**config.mk**
```make
export PLATFORM = sky130hd
export DESIGN_NAME = dmem_arbiter
export DESIGN_NICKNAME = d
export VERILOG_FILES = /design/src/rtl/dmem_arb_pkg.sv /design/src/rtl/rr_arb2.sv /design/src/rtl/dmem_arbiter.sv
export SDC_FILE = /design/constraint.sdc
export NUM_CORES = 1
export LEC_CHECK = 0
export ABC_AREA = 1
export CAP_MARGIN = 0
export CORE_UTILIZATION = 41
export CTS_CLUSTER_SIZE = 30
export DETAILED_ROUTE_END_ITERATION = 8
export GPL_TIMING_DRIVEN = 1
export PLACE_DENSITY = 0.85
export SLEW_MARGIN = 30
export SYNTH_ARGS = -nofsm -noshare
export SYNTH_HDL_FRONTEND = slang
export SYNTH_HIERARCHICAL = 1
export SYNTH_SLANG_ARGS = --single-unit
```
**constraint.sdc**
```tcl
create_clock -name i_CLK -period 2.2 [get_ports i_CLK]
set_input_delay 0.44 -clock i_CLK [delete_from_list [all_inputs] [get_ports i_CLK]]
set_output_delay 0.44 -clock i_CLK [all_outputs]
set_load 0.03 [all_outputs]
```
**src/rtl/dmem_arb_pkg.sv**
```systemverilog
// rtl/dmem_arb_pkg.sv - shared types and constants for the data-memory arbiter
package dmem_arb_pkg;

    typedef enum logic [1:0] {
        ST_IDLE   = 2'd0,
        ST_ACCESS = 2'd1,
        ST_RESP   = 2'd2
    } arb_state_t;

    localparam logic [31:0] DMEM_BASE = 32'h7FFF_FF00;
    localparam logic [31:0] DMEM_TOP  = 32'h7FFF_FFFC;

    localparam logic PORT_CPU = 1'b0;
    localparam logic PORT_DBG = 1'b1;

    function automatic logic addr_legal(
        input logic [31:0] a,
        input logic [31:0] base,
        input logic [31:0] top
    );
        return (a[1:0] == 2'b00) && (a >= base) && (a <= top);
    endfunction

endpackage

```
**src/rtl/rr_arb2.sv**
```systemverilog
// rtl/rr_arb2.sv - combinational two-way round-robin picker
module rr_arb2 (
    input  logic i_req0,
    input  logic i_req1,
    input  logic i_ptr,
    output logic o_valid,
    output logic o_idx
);

    // a lone requester always wins; on a tie the pointer names the winner
    always_comb begin
        o_valid = i_req0 | i_req1;
        if (i_req0 && i_req1) begin
            o_idx = i_ptr;
        end else begin
            o_idx = i_req1;
        end
    end

endmodule

```
**src/rtl/dmem_arbiter.sv**
```systemverilog
// rtl/dmem_arbiter.sv - two-port round-robin sequencer for the data memory (option: DMEM_ARB_RANGE_CHECK_EN)
module dmem_arbiter
    import dmem_arb_pkg::*;
#(
    parameter logic [31:0] P_BASE = DMEM_BASE,
    parameter logic [31:0] P_TOP  = DMEM_TOP
) (
    input  logic        i_CLK,
    input  logic        i_RST,
    input  logic        i_req0,
    input  logic        i_req1,
    input  logic        i_we0,
    input  logic        i_we1,
    input  logic [31:0] i_a0,
    input  logic [31:0] i_a1,
    input  logic [31:0] i_wd0,
    input  logic [31:0] i_wd1,
    output logic        o_done0,
    output logic        o_done1,
    output logic [31:0] o_rd0,
    output logic [31:0] o_rd1,
    output logic        o_err0,
    output logic        o_err1,
    output logic        o_busy,
    output logic [31:0] o_mem_a,
    output logic [31:0] o_mem_wd,
    output logic        o_mem_we,
    input  logic [31:0] i_mem_rd
);

    arb_state_t  r_state;
    arb_state_t  w_state_nxt;

    logic        r_owner;
    logic        r_ptr;
    logic        r_we;
    logic [31:0] r_a;
    logic [31:0] r_wd;
    logic [31:0] r_rd0;
    logic [31:0] r_rd1;
    logic        r_err;

    logic        w_gnt_valid;
    logic        w_gnt_idx;
    logic        w_load;
    logic        w_ld_idx;
    logic        w_ptr_nxt;
    logic        w_other_req;
    logic        w_legal;
    logic        w_err;
    logic        w_ld_we;
    logic [31:0] w_ld_a;
    logic [31:0] w_ld_wd;

    rr_arb2 u_rr_arb2 (
        .i_req0  (i_req0),
        .i_req1  (i_req1),
        .i_ptr   (r_ptr),
        .o_valid (w_gnt_valid),
        .o_idx   (w_gnt_idx)
    );

`ifdef DMEM_ARB_RANGE_CHECK_EN
    assign w_legal = addr_legal(r_a, P_BASE, P_TOP);
    assign w_err   = r_err;
`else
    logic w_unused_window;
    assign w_legal         = 1'b1;
    assign w_err           = 1'b0;
    assign w_unused_window = ^{P_BASE, P_TOP, r_err};
`endif

    // In RESP only the other port may be picked up, so a held request is not served twice
    assign w_other_req = (r_owner == PORT_CPU) ? i_req1 : i_req0;

    assign w_ld_we = (w_ld_idx == PORT_DBG) ? i_we1 : i_we0;
    assign w_ld_a  = (w_ld_idx == PORT_DBG) ? i_a1  : i_a0;
    assign w_ld_wd = (w_ld_idx == PORT_DBG) ? i_wd1 : i_wd0;

    assign o_rd0    = r_rd0;
    assign o_rd1    = r_rd1;
    assign o_mem_a  = r_a;
    assign o_mem_wd = r_wd;

    // state register
    always_ff @(posedge i_CLK) begin
        if (i_RST) begin
            r_state <= ST_IDLE;
        end else begin
            r_state <= w_state_nxt;
        end
    end

    // next-state, request latching and per-state outputs
    always_comb begin
        w_state_nxt = r_state;
        w_load      = 1'b0;
        w_ld_idx    = r_owner;
        w_ptr_nxt   = r_ptr;
        o_done0     = 1'b0;
        o_done1     = 1'b0;
        o_err0      = 1'b0;
        o_err1      = 1'b0;
        o_busy      = 1'b0;
        o_mem_we    = 1'b0;
        case (r_state)
            ST_IDLE: begin
                if (w_gnt_valid) begin
                    w_load      = 1'b1;
                    w_ld_idx    = w_gnt_idx;
                    w_state_nxt = ST_ACCESS;
                end
            end
            ST_ACCESS: begin
                o_busy      = 1'b1;
                // reset in this cycle must keep the write off the memory pins
                o_mem_we    = r_we & w_legal & ~i_RST;
                w_state_nxt = ST_RESP;
            end
            ST_RESP: begin
                o_busy    = 1'b1;
                o_done0   = (r_owner == PORT_CPU);
                o_done1   = (r_owner == PORT_DBG);
                o_err0    = (r_owner == PORT_CPU) & w_err;
                o_err1    = (r_owner == PORT_DBG) & w_err;
                w_ptr_nxt = ~r_owner;
                if (w_other_req) begin
                    w_load      = 1'b1;
                    w_ld_idx    = ~r_owner;
                    w_state_nxt = ST_ACCESS;
                end else begin
                    w_state_nxt = ST_IDLE;
                end
            end
            default: begin
                w_state_nxt = ST_IDLE;
            end
        endcase
    end

    // owner/pointer, latched request, and read-data capture at the end of ACCESS
    always_ff @(posedge i_CLK) begin
        if (i_RST) begin
            r_owner <= PORT_CPU;
            r_ptr   <= PORT_CPU;
            r_we    <= 1'b0;
            r_a     <= 32'h0;
            r_wd    <= 32'h0;
            r_rd0   <= 32'h0;
            r_rd1   <= 32'h0;
            r_err   <= 1'b0;
        end else begin
            r_ptr <= w_ptr_nxt;
            if (w_load) begin
                r_owner <= w_ld_idx;
                r_we    <= w_ld_we;
                r_a     <= w_ld_a;
                r_wd    <= w_ld_wd;
            end
            if (r_state == ST_ACCESS) begin
                r_err <= ~w_legal;
                if (!w_legal) begin
                    if (r_owner == PORT_DBG) begin
                        r_rd1 <= 32'h0;
                    end else begin
                        r_rd0 <= 32'h0;
                    end
                end else if (!r_we) begin
                    if (r_owner == PORT_DBG) begin
                        r_rd1 <= i_mem_rd;
                    end else begin
                        r_rd0 <= i_mem_rd;
                    end
                end
            end
        end
    end

endmodule

```
==> metrics, run 1 <==
run status complete, no violations; post-route ant nets 0; register bit total from synthesis 133; proportion of layout cells with a drive suffix above 1 5.08%; drt first pass iters 7; Post-Synth Adder-Cell Area 0.814%; met2 wire length ~9900 µm; YS warnings 6; Fin Clk Skew 0.00742 ns; largest family of logic cells by synthesized area simple AND/OR/NAND/NOR gates; DRC viols 0; Die Span X 124 µm; fin crit period 2.07 ns; synth unique cells 23; Ports 300; Final Non-Filler Cells 1365; area delta synth->final 60.4%; final WL 20200 µm; Max-cap violations 0; VDD IR max 0.553 mV; largest cells by area after synthesis dfxtp_1 (43%), inv_1 (8.8%), nand2_1 (8.8%); number of port buffers 297; Reg clk slew, reported paths 0.06 ns; required time of the critical path 1.76 ns; row cnt 44; CTS Buffer Depth 2; RSZ-0062 raised after global routing no; largest net degree at the start of global routing 95; post-detail-place hpwl between 10000 and 15000 µm; vias in the first global route 6391; startpoint types flip-flop; number of placed cells counting well taps approximately 1300; GRT Total Usage 25.8%; Seq/Total Area, Yosys 43.3%; Tightest Hold Check Type flip-flop to flip-flop; Synth Area in XOR/XNOR 0%; core footprint 14600 µm²; first-pass GRT wire length 32200 µm; cell area after synthesis slightly above 6000 µm²; number of vias per cell between 4 and 5; CTS tree yes; Worst Path Arrival approximately 1.6 ns; Max Clock Freq roughly 0.48 GHz; fill count approximately 1200; ANT cells 0; TritonCTS Buffers 17; height of the die 124 µm; share of Yosys cell area claimed by the top area cell type 43.3%; critical path class flip-flop to output port; metal3 WL roughly 1800 µm; die footprint 15500 µm²; Wirelength per Cell 14.8 µm; Synth Area in Compound Gates 11.0%; Final TNS setup 0 ns; nets@finish 1338; Clock Sinks 133; pwr dens 971 nW/µm²; area leader, netlist dfxtp_1; initial core utilization 42.1%; gpl congestion 0.810; total power draw 0.00957 W; worst skew pair latency 0.42 ns; final hold viol count 0; H-Tree Depth 4; hold_buf cts 0; Max Slew Vio Count 0; uppermost routed layer met4; Crit Path Max Fanout 5; Avg Inst Size Synth 6.82 µm²; final core occ 67.6%; via count 6767; Pleak about 4.7 nW; Setup-failing EPs final 0; final worst path period share approximately 94%; mux contribution to synthesized area 0%; simple-gate share of the synthesized area 29.7%; initial antenna violation count 0; Worst setup EP type output port; Root Driver clkbuf_16; DR iter-0 viols 444; Mapped Cells ~900; global-route congestion overflow total 0; M1 WL ~8100 µm
-- layer usage --
layer	vias up	global-route usage, %
li1	3392	-
met1	3085	29.3
met2	258	44.9
met3	32	9.41
met4	0	8.01
met5	-	0
-- area by class of cell --
| class | instances | area, µm² | share of cell area (%) |
|---|---|---|---|
| Clock buffer | 20 | 447 | 4.53 |
| Clock inverter | 12 | 154 | 1.56 |
| Inverter | 145 | 544 | 5.52 |
| Multi-Input combinational cell | 554 | 2570 | 26.1 |
| Sequential cell | 133 | 2660 | 27.0 |
| Tap cell | 184 | 230 | 2.34 |
| Timing Repair Buffer | 317 | 3250 | 33.0 |
-- stage by stage --
step / instance area (µm²) / worst slack, ns / hold slack (ns)
3_5_place_dp: 9270 / 0.0567 / 0.473
4_1_cts: 9860 / 0.0475 / 0.484
2_1_floorplan: 6150 / 0.511 / 0.478
3_3_place_gp: 9270 / 0.0916 / 0.460
5_1_grt: 9860 / 0.0112 / 0.509
6_report: 9860 / 0.128 / 0.480
-- cell usage in the layout, fill, tap and decap left out, types with 4 or more instances in the layout --
cell               n
buf_12            11
buf_4             10
clkbuf_16         17
clkdlybuf4s50_1  293
clkinvlp_4         6
dfxtp_1          133
ha_1               4
inv_1            143
nand2_1          143
nand3_1           67
nand4_1           65
nor2_1           130
o21ai_0          102
o21ai_1           30
-- path summary, 6_finish.rpt --
| kind | endpoint | startpoint | cells after the start | slack, ns |
|---|---|---|---|---|
| setup / recovery | o_done1 | r_state[0]$_SDFFE_PP0P_ | 5 | 0.13 |
| setup reg to reg | o_mem_a[4]$_SDFFE_PP0P_ | r_state[0]$_SDFFE_PP0P_ | 9 | 0.46 |
| hold / removal | o_rd0[26]$_SDFFE_PP0P_ | o_rd0[26]$_SDFFE_PP0P_ | 2 | 0.48 |
| hold reg to reg | o_rd0[26]$_SDFFE_PP0P_ | o_rd0[26]$_SDFFE_PP0P_ | 2 | 0.48 |
-- power breakdown --
group          internal (W)  switching [W]
Clock               0.00181        0.00107
Sequential          0.00283       0.000224
Combinational       0.00152        0.00212
Total               0.00616        0.00342
-- state kept, by name (all words and copies together) (netlist names), named ones only --
name,count
o_mem_wd,32
r_state,2
r_ptr,1
r_we,1
o_rd0,32
o_mem_a,32
o_rd1,32
-- synthesized netlist by cell type (all sizes together) --
| cell | count |
|---|---|
| inv | 145 |
| nand2 | 145 |
| dfxtp | 133 |
| o21ai | 132 |
| nor2 | 130 |
| nand3 | 70 |
| nand4 | 65 |
| buf | 46 |
| clkbuf | 24 |
| ha | 4 |
| a21oi | 2 |
| nor3 | 2 |
| conb | 1 |
| o211ai | 1 |
| or2 | 1 |
-- worst max-delay path: stages, from the launching register on --
cell and delay (ns):
dfxtp_1 0.34, inv_1 0.09, ha_1 0.25, nand2_1 0.07, inv_1 0.07, dlygate4sd2_1 0.40
-- repair_timing --
item / CTS / global route
gates resized for setup: 3 / 2
hold endpoints to repair: 0 / 0
endpoints found under the setup margin: 3 / 1
setup buffers: 0 / 0
-- kinds of logic (layout without fill, tap and decap cells) --
kind of cell             after synthesis  in the layout
flip-flops                           133            133
AO/OA/AOI/OAI                        135            135
adder cells (fa/ha/maj)                4              4
buffers and inverters                215            494
other                                  1              2
AND/OR/NAND/NOR                      413            413
Power figures use the tool's default switching activity.
==> run 2, diff against run 1 <==
- SKIP_LAST_GASP: unset -> 1
==> results of run 2 <==
Same layout as run 1: the final DEF is identical, and so are final timing and power.
